<file path="config.mk">
export PLATFORM = sky130hd
export DESIGN_NAME = xmr_tap_capture_flat
export DESIGN_NICKNAME = d
export VERILOG_FILES = /design/src/rtl/xmr_tap_pkg.sv /design/src/rtl/xmr_tap_capture_if.sv /design/src/rtl/xmr_tap_buf.sv /design/src/rtl/xmr_tap_capture.sv /design/src/flat_wrapper.sv
export SDC_FILE = /design/constraint.sdc
export NUM_CORES = 1
export LEC_CHECK = 0
export CORE_UTILIZATION = 52
export CTS_CLUSTER_SIZE = 40
export DETAILED_ROUTE_END_ITERATION = 12
export PLACE_DENSITY = 0.75
export SYNTH_ARGS = -nofsm -noshare
export SYNTH_HDL_FRONTEND = slang
export SYNTH_HIERARCHICAL = 1
export SYNTH_SLANG_ARGS = --single-unit
</file>
<file path="constraint.sdc">
create_clock -name clk -period 3.8 [get_ports clk]
set_input_delay 0.57 -clock clk [delete_from_list [all_inputs] [get_ports clk]]
set_output_delay 0.57 -clock clk [all_outputs]
set_load 0.05 [all_outputs]
</file>
<file path="src/rtl/xmr_tap_pkg.sv">
// Shared types and the channel extraction helper for the XMR tap capture block.
package xmr_tap_pkg;

   typedef enum logic [1:0] {
      IDLE    = 2'd0,
      ARMED   = 2'd1,
      CAPTURE = 2'd2,
      DRAIN   = 2'd3
   } state_e;

   typedef enum logic [1:0] {
      MODE_CHANGE = 2'd0,
      MODE_MATCH  = 2'd1,
      MODE_IMM    = 2'd2,
      MODE_RSVD   = 2'd3
   } mode_e;

   // Upper bounds for the helper below; callers widen their bus to these.
   localparam int unsigned XMR_MAX_BUS_W  = 1024;
   localparam int unsigned XMR_MAX_DATA_W = 64;

   // Return channel k (w bits wide) of a flattened probe bus, zero-extended.
   function automatic logic [XMR_MAX_DATA_W-1:0] xmr_chan(
      input logic [XMR_MAX_BUS_W-1:0] bus,
      input int unsigned              k,
      input int unsigned              w
   );
      logic [XMR_MAX_BUS_W-1:0]  shifted;
      logic [XMR_MAX_DATA_W-1:0] res;
      shifted = bus >> (k * w);
      res     = '0;
      for (int unsigned i = 0; i < XMR_MAX_DATA_W; i++) begin
         if (i < w) res[i] = shifted[i];
      end
      return res;
   endfunction

endpackage

</file>
<file path="src/rtl/xmr_tap_capture_if.sv">
// Valid/ready read port carrying captured samples out of the tap.
interface xmr_tap_capture_if #(
   parameter int DATA_W = 8
);
   logic              rd_valid;
   logic              rd_ready;
   logic [DATA_W-1:0] rd_data;
   logic              rd_last;

   modport master (output rd_valid, output rd_data, output rd_last, input rd_ready);
   modport slave  (input rd_valid, input rd_data, input rd_last, output rd_ready);
endinterface

</file>
<file path="src/rtl/xmr_tap_buf.sv">
// Capture storage: one write port, one registered read port, no reset on the array.
module xmr_tap_buf #(
   parameter int DATA_W = 8,
   parameter int DEPTH  = 16,
   parameter int PTR_W  = $clog2(DEPTH)
) (
   input  logic              clk,
   input  logic              we_i,
   input  logic [PTR_W-1:0]  waddr_i,
   input  logic [DATA_W-1:0] wdata_i,
   input  logic              re_i,
   input  logic [PTR_W-1:0]  raddr_i,
   output logic [DATA_W-1:0] rdata_o
);

   logic [DATA_W-1:0] mem [DEPTH];

   // Write port.
   always_ff @(posedge clk) begin
      if (we_i) mem[waddr_i] <= wdata_i;
   end

   // Registered read; rdata_o holds while re_i is low.
   always_ff @(posedge clk) begin
      if (re_i) rdata_o <= mem[raddr_i];
   end

endmodule

</file>
<file path="src/rtl/xmr_tap_capture.sv">
// Triggered multi-channel capture of flattened XMR export probes with a buffered drain port.
module xmr_tap_capture
   import xmr_tap_pkg::*;
#(
   parameter int NUM_CH = 4,
   parameter int DATA_W = 8,
   parameter int DEPTH  = 16,
   parameter int CH_W   = (NUM_CH > 1) ? $clog2(NUM_CH) : 1,
   parameter int PTR_W  = $clog2(DEPTH)
) (
   input  logic                     clk,
   input  logic                     rst_n,
   input  logic [NUM_CH*DATA_W-1:0] probe_i,
   input  logic [CH_W-1:0]          cfg_ch_i,
   input  logic [1:0]               cfg_mode_i,
   input  logic [DATA_W-1:0]        cfg_match_i,
   input  logic                     arm_i,
   input  logic                     abort_i,
   output logic [1:0]               state_o,
   xmr_tap_capture_if.master        rd_if
);

   localparam logic [PTR_W-1:0] PTR_LAST = PTR_W'(DEPTH - 1);

   state_e            state_q, state_d;
   logic [CH_W-1:0]   ch_q, ch_d;
   mode_e             mode_q, mode_d;
   logic [DATA_W-1:0] match_q, match_d;
   logic [DATA_W-1:0] prev_q, prev_d;
   logic [PTR_W-1:0]  wr_ptr_q, wr_ptr_d;
   logic [PTR_W-1:0]  rd_ptr_q, rd_ptr_d;
   logic              rd_valid_q, rd_valid_d;
   logic              rd_last_q, rd_last_d;

   logic [XMR_MAX_BUS_W-1:0] probe_ext;
   logic [DATA_W-1:0]        sel;
   logic [DATA_W-1:0]        arm_sel;
   logic                     trig;
   logic                     we;
   logic [PTR_W-1:0]         waddr;
   logic                     re;
   logic [PTR_W-1:0]         raddr;
   logic [DATA_W-1:0]        buf_rdata;

   assign probe_ext = XMR_MAX_BUS_W'(probe_i);
   // Out-of-range selects fall back to channel 0.
   assign sel     = DATA_W'(xmr_chan(probe_ext, (32'(ch_q) < NUM_CH) ? 32'(ch_q) : 32'd0, DATA_W));
   // Channel seen through the select being armed, so change mode starts from a coherent prev.
   assign arm_sel = DATA_W'(xmr_chan(probe_ext, (32'(cfg_ch_i) < NUM_CH) ? 32'(cfg_ch_i) : 32'd0, DATA_W));

   // State and datapath registers.
   always_ff @(posedge clk or negedge rst_n) begin
      if (!rst_n) begin
         state_q    <= IDLE;
         ch_q       <= '0;
         mode_q     <= MODE_CHANGE;
         match_q    <= '0;
         prev_q     <= '0;
         wr_ptr_q   <= '0;
         rd_ptr_q   <= '0;
         rd_valid_q <= 1'b0;
         rd_last_q  <= 1'b0;
      end else begin
         state_q    <= state_d;
         ch_q       <= ch_d;
         mode_q     <= mode_d;
         match_q    <= match_d;
         prev_q     <= prev_d;
         wr_ptr_q   <= wr_ptr_d;
         rd_ptr_q   <= rd_ptr_d;
         rd_valid_q <= rd_valid_d;
         rd_last_q  <= rd_last_d;
      end
   end

   // Next-state, trigger, buffer control and read handshake.
   always_comb begin
      state_d    = state_q;
      ch_d       = ch_q;
      mode_d     = mode_q;
      match_d    = match_q;
      prev_d     = sel;
      wr_ptr_d   = wr_ptr_q;
      rd_ptr_d   = rd_ptr_q;
      rd_valid_d = rd_valid_q;
      rd_last_d  = rd_last_q;
      trig       = 1'b0;
      we         = 1'b0;
      waddr      = wr_ptr_q;
      re         = 1'b0;
      raddr      = rd_ptr_q;

      case (state_q)
         IDLE: begin
            if (arm_i) begin
               state_d  = ARMED;
               ch_d     = cfg_ch_i;
               mode_d   = mode_e'(cfg_mode_i);
               match_d  = cfg_match_i;
               prev_d   = arm_sel;
               wr_ptr_d = '0;
               rd_ptr_d = '0;
            end
         end
         ARMED: begin
            case (mode_q)
               MODE_CHANGE: trig = (sel != prev_q);
               MODE_MATCH:  trig = (sel == match_q);
               default:     trig = 1'b1;
            endcase
            if (trig) begin
               we       = 1'b1;
               waddr    = '0;
               wr_ptr_d = PTR_W'(1);
               state_d  = CAPTURE;
            end
         end
         CAPTURE: begin
            we       = 1'b1;
            waddr    = wr_ptr_q;
            wr_ptr_d = wr_ptr_q + PTR_W'(1);
            if (wr_ptr_q == PTR_LAST) begin
               // Prefetch entry 0 so it is valid on the first DRAIN cycle.
               state_d    = DRAIN;
               re         = 1'b1;
               raddr      = '0;
               rd_ptr_d   = PTR_W'(1);
               rd_valid_d = 1'b1;
               rd_last_d  = 1'b0;
            end
         end
         DRAIN: begin
            if (rd_valid_q && rd_if.rd_ready) begin
               if (rd_last_q) begin
                  rd_valid_d = 1'b0;
                  rd_last_d  = 1'b0;
                  rd_ptr_d   = '0;
                  state_d    = IDLE;
               end else begin
                  re        = 1'b1;
                  raddr     = rd_ptr_q;
                  rd_last_d = (rd_ptr_q == PTR_LAST);
                  rd_ptr_d  = rd_ptr_q + PTR_W'(1);
               end
            end
         end
         default: state_d = IDLE;
      endcase

      // Abort overrides everything above, including a same-cycle arm.
      if (abort_i) begin
         state_d    = IDLE;
         ch_d       = ch_q;
         mode_d     = mode_q;
         match_d    = match_q;
         prev_d     = sel;
         wr_ptr_d   = '0;
         rd_ptr_d   = '0;
         rd_valid_d = 1'b0;
         rd_last_d  = 1'b0;
         we         = 1'b0;
         re         = 1'b0;
      end
   end

   xmr_tap_buf #(
      .DATA_W (DATA_W),
      .DEPTH  (DEPTH),
      .PTR_W  (PTR_W)
   ) u_buf (
      .clk     (clk),
      .we_i    (we),
      .waddr_i (waddr),
      .wdata_i (sel),
      .re_i    (re),
      .raddr_i (raddr),
      .rdata_o (buf_rdata)
   );

   assign state_o        = state_q;
   assign rd_if.rd_valid = rd_valid_q;
   assign rd_if.rd_last  = rd_last_q;
   // Data is forced to zero whenever nothing is presented, including straight out of reset.
   assign rd_if.rd_data  = rd_valid_q ? buf_rdata : '0;

endmodule
</file>
<file path="src/flat_wrapper.sv">
// flat-port wrapper written by rule: the top's interface ports become plain ports
module xmr_tap_capture_flat import xmr_tap_pkg::*;
#(
   parameter int NUM_CH = 4,
   parameter int DATA_W = 8,
   parameter int DEPTH  = 16,
   parameter int CH_W   = (NUM_CH > 1) ? $clog2(NUM_CH) : 1,
   parameter int PTR_W  = $clog2(DEPTH)
)
  (clk, rst_n, probe_i, cfg_ch_i, cfg_mode_i, cfg_match_i, arm_i, abort_i, state_o, rd_if_rd_valid, rd_if_rd_data, rd_if_rd_last, rd_if_rd_ready);
  xmr_tap_capture_if #(.DATA_W(DATA_W)) rd_if_i ();
  input  logic clk;
  input  logic rst_n;
  input  logic [NUM_CH*DATA_W-1:0] probe_i;
  input  logic [CH_W-1:0] cfg_ch_i;
  input  logic [1:0] cfg_mode_i;
  input  logic [DATA_W-1:0] cfg_match_i;
  input  logic arm_i;
  input  logic abort_i;
  output logic [1:0] state_o;
  output wire logic [$bits(rd_if_i.rd_valid)-1:0] rd_if_rd_valid;
  output wire logic [$bits(rd_if_i.rd_data)-1:0] rd_if_rd_data;
  output wire logic [$bits(rd_if_i.rd_last)-1:0] rd_if_rd_last;
  input wire logic [$bits(rd_if_i.rd_ready)-1:0] rd_if_rd_ready;
  assign rd_if_rd_valid = rd_if_i.rd_valid;
  assign rd_if_rd_data = rd_if_i.rd_data;
  assign rd_if_rd_last = rd_if_i.rd_last;
  assign rd_if_i.rd_ready = rd_if_rd_ready;
  xmr_tap_capture #(.NUM_CH(NUM_CH), .DATA_W(DATA_W), .DEPTH(DEPTH), .CH_W(CH_W), .PTR_W(PTR_W)) u_core (.clk(clk), .rst_n(rst_n), .probe_i(probe_i), .cfg_ch_i(cfg_ch_i), .cfg_mode_i(cfg_mode_i), .cfg_match_i(cfg_match_i), .arm_i(arm_i), .abort_i(abort_i), .state_o(state_o), .rd_if(rd_if_i));
endmodule
</file>
==> results.yml, run 1 <==
routing:
  drtAntennaViolNets: 0
  via_per_inst: 6.017
  drt_iter0_drc: 397
  wl_per_cell_um: 21.78
  drc: 0
  vias: 4471
  firstDrtPassIters: 5
  postRouteWirelength_um: 16180
synthesis:
  synthesis.nets: 499
  ys_types: 52
  synth-edff-count: 136
  yosysWarnings: 6
  synth_flop_cell: "edfxtp_1"
  yosysSeqAreaShare_pct: 64.41
  synth_cells: 443
  ys_async_sr_fraction_pct: 19.05
  syn_avg_cell_area_um2: 17.12
  syn_area_mm2: 0.007584
  synth_seq_cells: 168
clocking:
  clkSinkCount: 168
  cts_buffer_depth: 2
  cts_root_buffer: "clkbuf_16"
  cts_tree: "yes"
  htreeDepth: 4
  clkTransAtPathRegs_ns: 0.07
  cts_buffers: 17
  clock_latency_ns: 0.42
die:
  core.rowCount: 43
  core_mm2: 0.01404
  fp.dieArea_mm2: 0.01507
  die_x_um: 122.8
  pin_count: 61
  die_h_um: 122.8
  start_util_pct: 54.01
worst_setup_path:
  r2r_end: "u_core/u_buf/mem[0][6]"
  critPathKind: "flop to flop"
  critPathRequiredTime_ns: 3.92
  crit_fanout: 8
  r2r-start: "u_core/ch_q[0]"
  r2r_cells: 11
  r2r_slack_ns: 0.28
  cp.arrival_ns: 3.64
  start_kind: "flop"
  critPathCaptureType: "flop"
layout:
  layout-drive-gt1-share_pct: 25.04
  n_fill_cell: 948
  regArea_mm2: 0.004887
  utilization_pct: 65.93
  final_area_mm2: 0.009258
  nets: 606
  n_antenna_cell: 0
  area_delta_synth_final_pct: 22.08
  multi_input_area_mm2: 0.002545
global_routing:
  grt_first_pass_wirelength_um: 25560
  grt_pass1_vias: 4622
  antenna_found_initial: 0
  grt_usage_pct: 23.72
  grt_overflow: 0
  grt_max_degree: 33
placement:
  place_congestion: 0.8130
  numPortBuffers: 60
  place.detailed.hpwl_um: 10630
  dpl_cell_area_mm2: 0.008643
sta:
  hold_violations: 0
  relSlewSlack_pct: 52.47
  timing.fmax_mhz: 284.1
  drv_slew: 0
  clock_skew_ns: 0.007845
  worstMarginPinSlew_ns: 0.7114
  period_share_pct: 92.64
  rsz0062_at_grt: "no"
  setup_viol: 0
  period_needed_ns: 3.520
pwr:
  leakage_uw: 0.003210
  p_per_area_mw_per_mm2: 646.7
  vdd_drop_max_mv: 0.3542
worst_hold_path:
  worstHoldEndpoint: "u_core/match_q[3]"
  hold_class: "flop to flop"
  min_from: "u_core/match_q[3]"
  hold_depth: 1
flow_run:
  drv_cap: 0
status:
  status: "completed"
## layout make-up
cell class / count / share of cell area [%]
Sequential cell: 168 / 52.79
Multi-Input combinational cell: 247 / 27.49
Timing Repair Buffer: 107 / 10.43
Clock buffer: 18 / 4.636
Tap cell: 180 / 2.433
Clock inverter: 14 / 1.852
Inverter: 9 / 0.3649
## timing repair
| action | in CTS | in global routing |
|---|---|---|
| setup buffers | 0 | 0 |
| hold buffers | 0 | 0 |
| endpoints found under the setup margin | 8 | 87 |
| gates resized for setup | 1 | 5 |
## synth_stat cells (2+ instances only)
cell,n,share of area (%)
nor3b_1,3,0.30
buf_2,4,0.26
o21ai_0,7,0.46
clkbuf_1,5,0.25
dfrtp_1,32,11
o31ai_1,2,0.20
ha_1,7,1.2
a21o_1,2,0.20
inv_1,9,0.45
nand3_1,5,0.33
or3b_2,2,0.23
nand2b_1,4,0.33
mux4_1,16,5.5
nor2_1,22,1.1
buf_6,4,0.59
clkdlybuf4s25_2,3,0.40
mux2_2,20,3.0
edfxtp_1,136,54
a22oi_1,16,1.6
mux2i_1,9,1.2
nand3b_1,2,0.20
buf_4,2,0.20
o22ai_1,3,0.25
nand4_1,4,0.33
and2_1,13,1.1
nor2b_1,4,0.33
nand2_1,22,1.1
o21ai_1,2,0.13
xnor2_1,14,1.6
mux4_2,32,9.5
a21oi_1,7,0.46
nor3_1,9,0.59
a31oi_1,2,0.16
## worst max path at each step
| stage | start | end | slack [ns] | cells past startpoint |
|---|---|---|---|---|
| final | u_core/ch_q[0] | u_core/u_buf/mem[0][6] | 0.28 | 11 |
| after global routing | u_core/ch_q[0] | u_core/u_buf/mem[0][6] | 0.06 | 11 |
| after CTS | u_core/ch_q[0] | u_core/u_buf/mem[5][5] | 0.006 | 10 |
| after detailed placement | probe_i[15] | u_core/u_buf/mem[13][7] | -0.14 | 10 |
| after global placement | probe_i[11] | u_core/u_buf/mem[0][3] | -0.02 | 11 |
| after floorplan | probe_i[11] | u_core/u_buf/mem[0][0] | 0.03 | 9 |
## registers in the layout (all words and copies together), names as in the netlist
register and count:
u_core/ch_q 2, u_core/match_q 8, u_core/mode_q 2, u_core/prev_q 8, u_core/rd_if.rd_last 1, u_core/rd_if.rd_valid 1
u_core/rd_ptr_q 4, u_core/state_o 2, u_core/u_buf/mem 128, u_core/u_buf/rdata_o 8, u_core/wr_ptr_q 4
## critical path, stage by stage, from the launching register on
cell      delay, ns
dfrtp_2        0.51
buf_4          0.20
mux4_2         0.53
xnor2_1        0.18
nand4_1        0.15
o21ai_1        0.16
o31ai_1        0.13
a21boi_2       0.28
o21a_1         0.22
or3b_2         0.51
nor3_1         0.15
buf_4          0.20
## cell usage in the layout, fill, tap and decap left out, types with 4 or more instances in the layout
master             n
edfxtp_1         136
clkdlybuf4s50_1   60
buf_4             46
mux4_2            32
dfrtp_1           30
nand2_1           22
mux2_2            20
nor2_1            19
clkbuf_16         17
mux4_1            16
a22oi_1           16
xnor2_1           14
and2_1            12
inv_1              9
mux2i_1            9
nor3_1             9
a21oi_1            7
o21ai_0            7
ha_1               7
nand3_1            5
nor2b_1            4
nand2b_1           4
nand4_1            4
## where the power goes
group          internal, µW  switching, µW  total (µW)
Clock                  1040            708        1750
Combinational           809            908        1720
Sequential             2380            144        2520
Total                  4230           1760        5990
## layer usage
| layer | global-route usage (%) | up-vias | share of wire (%) |
|---|---|---|---|
| met5 | 0 | - | 0 |
| met4 | 8.613 | 0 | 1.5 |
| met3 | 4.136 | 20 | 5.1 |
| met2 | 40.87 | 171 | 52 |
| met1 | 30.12 | 2291 | 41 |
| li1 | - | 1989 | - |
## cell families (layout without fill, tap and decap cells)
| kind of cell | Yosys count | count (layout) | synth area share [%] |
|---|---|---|---|
| AO/OA/AOI/OAI | 53 | 53 | 4.917 |
| XOR/XNOR | 14 | 14 | 1.617 |
| adder cells (fa/ha/maj) | 7 | 7 | 1.155 |
| buffers and inverters | 28 | 148 | 2.194 |
| flip-flops | 168 | 168 | 64.41 |
| multiplexers | 78 | 78 | 19.35 |
| AND/OR/NAND/NOR | 95 | 95 | 6.352 |
## metrics by stage
step	setup slack, ns	power (µW)	hold slack [ns]	setup TNS (ns)	instances
after detailed placement	-0.1449	4253	0.5179	-3.954	711
after floorplan	0.02839	3663	0.2744	0	443
after global routing	0.05841	6225	0.5554	0	743
after CTS	0.005986	6003	0.5330	0	743
after global placement	-0.01882	4177	0.5108	-0.3868	711
final	0.2796	5987	0.5286	0	743
No activity file was read; power rests on OpenSTA's default activity.
==> inputs of run 2 (changes only) <==
- SLEW_MARGIN: not set -> 10
==> results of run 2 <==
Same layout as run 1: the final DEF is identical, and so are final timing and power.
==> inputs of run 3 (changes only) <==
- SYNTH_HIERARCHICAL: 1 -> not set
==> run 3 against run 2 <==
Setup slack gained 0.17 ns. Power shrank 2.6%. Core utilization decreased by 0.89 points. Critical path type unchanged. Register-to-register slack improved by 0.17 ns. Clock-buffer cell count grew 10. Clock power down 5%. Largest cell class unchanged. Non-clock buffer count decreased by 10. Largest power group unchanged. First-iteration DRC count up 20%. Routed wire length rose by 0.82%.
==> results.yml, run 3 <==
placement:
  place.detailed.hpwl_um: 10950
  numPortBuffers: 60
  placedCellCount: 747
  dpl_cell_area_mm2: 0.008572
  place_congestion: 0.8541
synthesis:
  synth-compound-area-share_pct: 6.027
  synth-xor-area-share_pct: 2.081
  synth_most_common_cell: "edfxtp_1"
  ys_async_sr_fraction_pct: 19.05
  syn_avg_cell_area_um2: 15.15
  yosysTopAreaCell: "edfxtp_1"
  synth-adder-area-share_pct: 1.156
  synth_seq_cells: 168
  synth_top_family_by_area: "multiplexers"
  synthTopCellsByCount: "136 x edfxtp_1, 47 x nand2_1, 32 x dfrtp_1, 32 x mux4_2, 30 x mux2_2"
  synth_top_area_share_pct: 53.90
  synth_flop_cell: "edfxtp_1"
  yosysSeqAreaShare_pct: 64.46
  synth-edff-count: 136
  yosys-top-cells-area: "edfxtp_1 54%, dfrtp_1 11%, mux4_2 9.5%"
  syn_area_mm2: 0.007577
  synth.mux.area_fraction_pct: 15.22
  synth_cells: 500
  synth-simple-area-share_pct: 9.148
  yosysWarnings: 0
  synthesis.nets: 556
  ys_types: 46
worst_setup_path:
  r2r_cells: 9
  r2r_slack_ns: 0.45
  critPathKind: "flop to flop"
  crit_fanout: 9
  start_kind: "flop"
  r2r-start: "u_core.ch_q[0]"
  cp.arrival_ns: 3.48
  critPathRequiredTime_ns: 3.93
  r2r_end: "u_core.u_buf.mem[15][5]"
  critPathCaptureType: "flop"
die:
  die_h_um: 122.7
  pin_count: 61
  die_x_um: 122.7
  core_mm2: 0.01404
  start_util_pct: 53.96
  core.rowCount: 43
  fp.dieArea_mm2: 0.01506
layout:
  multi_input_area_mm2: 0.002549
  regArea_mm2: 0.004885
  nets: 642
  final_cell_mix: "136 x edfxtp_1, 60 x clkdlybuf4s50_1, 47 x nand2_1"
  layout-drive-gt1-share_pct: 21.70
  area_delta_synth_final_pct: 20.53
  final_area_mm2: 0.009133
  layout_commonest_cell: "edfxtp_1"
  n_fill_cell: 976
  n_antenna_cell: 0
  largest_reg_flops: 128
  instances_no_fill: 779
  largest-register: "u_core.u_buf.mem"
worst_hold_path:
  hold_class: "flop to flop"
  min_from: "u_core.rd_if.rd_last"
  hold_depth: 1
  worstHoldEndpoint: "u_core.rd_if.rd_valid"
pwr:
  clkPwrFrac_pct: 28.5
  vdd_drop_max_mv: 0.4001
  p_comb_share_pct: 28.1
  p_per_area_mw_per_mm2: 638.4
  power.internal_uw: 4070
  leakage_uw: 0.003167
  seq_power_share_pct: 43.3
  p_sw_share_pct: 30.19
  switchingPower_uw: 1760
clocking:
  hold_buffers: 0
  clkTransAtPathRegs_ns: 0.06
  cts_root_buffer: "clkbuf_16"
  cts_buffers: 17
  cts_setup_buffers: 0
  clock_latency_ns: 0.43
  clkSinkCount: 168
  htreeDepth: 4
  cts_tree: "yes"
  cts_buffer_depth: 2
  ctsResizeCount: 0
global_routing:
  grt_max_degree: 33
  grt_pass1_vias: 4687
  antenna_found_initial: 0
  grt_overflow: 0
  grt_first_pass_wirelength_um: 25750
  grt_usage_pct: 23.66
routing:
  firstDrtPassIters: 5
  drtAntennaViolNets: 0
  postRouteWirelength_um: 16320
  wl_per_cell_um: 20.95
  drc: 0
  vias: 4719
  drt_iter0_drc: 477
  via_per_inst: 6.058
sta:
  worstMarginPinSlew_ns: 0.8770
  rsz0062_at_grt: "no"
  relSlewSlack_pct: 41.53
  timing.fmax_mhz: 298.4
  clock_skew_ns: 0.01111
  period_share_pct: 88.19
  drv_slew: 0
  finalSetupTns_ns: 0
  period_needed_ns: 3.351
  setup_viol: 0
  hold_violations: 0
status:
  status: "completed"
flow_run:
  drv_cap: 0
-- run 3: changes by cell type after synthesis, sizes merged, moves of 6 or more --
| cell | before | now |
|---|---|---|
| nand2 | 22 | 47 |
| clkbuf | 5 | 23 |
| and3 | 0 | 17 |
| mux4 | 48 | 32 |
| a31oi | 2 | 17 |
| nor4 | 1 | 16 |
| a211oi | 2 | 16 |
| a22oi | 16 | 2 |
| nor2 | 22 | 10 |
| mux2 | 21 | 31 |
| xor2 | 0 | 9 |
| nand3 | 5 | 13 |
| o21ai | 9 | 16 |
| nor3 | 9 | 3 |
-- run 3: critical path: stages (launching register included) --
cell and delay [ns]:
dfrtp_1 0.66, mux4_2 0.60, xor2_1 0.17, nor4_2 0.31
nand3_1 0.20, a21oi_1 0.18, nor2_1 0.14, buf_4 0.19
nor4_1 0.32, buf_4 0.27
-- run 3: worst max path at each step --
stage | from | end | slack (ns) | cells after the start
final | u_core.ch_q[0] | u_core.u_buf.mem[15][5] | 0.45 | 9
after global routing | u_core.ch_q[0] | u_core.u_buf.mem[15][1] | 0.16 | 9
after CTS | u_core.ch_q[0] | u_core.u_buf.mem[15][5] | 0.43 | 9
after detailed placement | probe_i[29] | u_core.u_buf.mem[8][4] | 0.30 | 10
after global placement | probe_i[29] | u_core.u_buf.mem[14][4] | 0.31 | 10
after floorplan | probe_i[29] | u_core.u_buf.mem[4][0] | 0.28 | 8
-- run 3: power by group through the flow --
| stage | sequential [µW] | combinational, µW | clock [µW] |
|---|---|---|---|
| finish | 2530 | 1640 | 1660 |
| global route | 2550 | 1770 | 1750 |
| CTS | 2530 | 1650 | 1670 |
| detailed placement | 2570 | 1640 | 0 |
| global placement | 2560 | 1570 | 0 |
| floorplan | 2530 | 1110 | 0 |
-- run 3: kinds of logic (layout without fill, tap and decap cells) --
logic type	count (synthesis)	in the layout
DFF	168	168
and+or+nand+nor	133	133
muxes	71	71
AOI/OAI and AO/OA	67	67
buffers and inverters	36	135
xor gates and xnor gates	18	18
adders and majority gates	7	7
-- run 3: final cells by class --
cell class / instances / area share, %
repair buffers: 97 / 9.755
flip-flops and latches: 168 / 53.49
multi-input cells: 296 / 27.91
clock inverters: 4 / 0.8083
inverters: 6 / 0.2466
clock buffers: 28 / 5.329
well taps: 180 / 2.466
-- run 3: stage by stage --
stage | setup slack, ns | hold WS (ns) | total power, µW | util, %
after floorplan | 0.2802 | 0.2744 | 3635 | -
after global placement | 0.3059 | 0.4980 | 4133 | 61.04
after detailed placement | 0.2980 | 0.5075 | 4203 | 61.04
after CTS | 0.4270 | 0.5126 | 5850 | 65.04
after global routing | 0.1583 | 0.5442 | 6069 | 65.04
final | 0.4488 | 0.5143 | 5830 | 65.04
-- run 3: per-layer routing --
metal	vias to the layer above	wire (µm)	track usage, %
met4	0	319	9.680
met5	-	0	0
met3	27	1188	4.926
met2	225	8115	38.03
met1	2334	6693	31.49
li1	2133	-	-
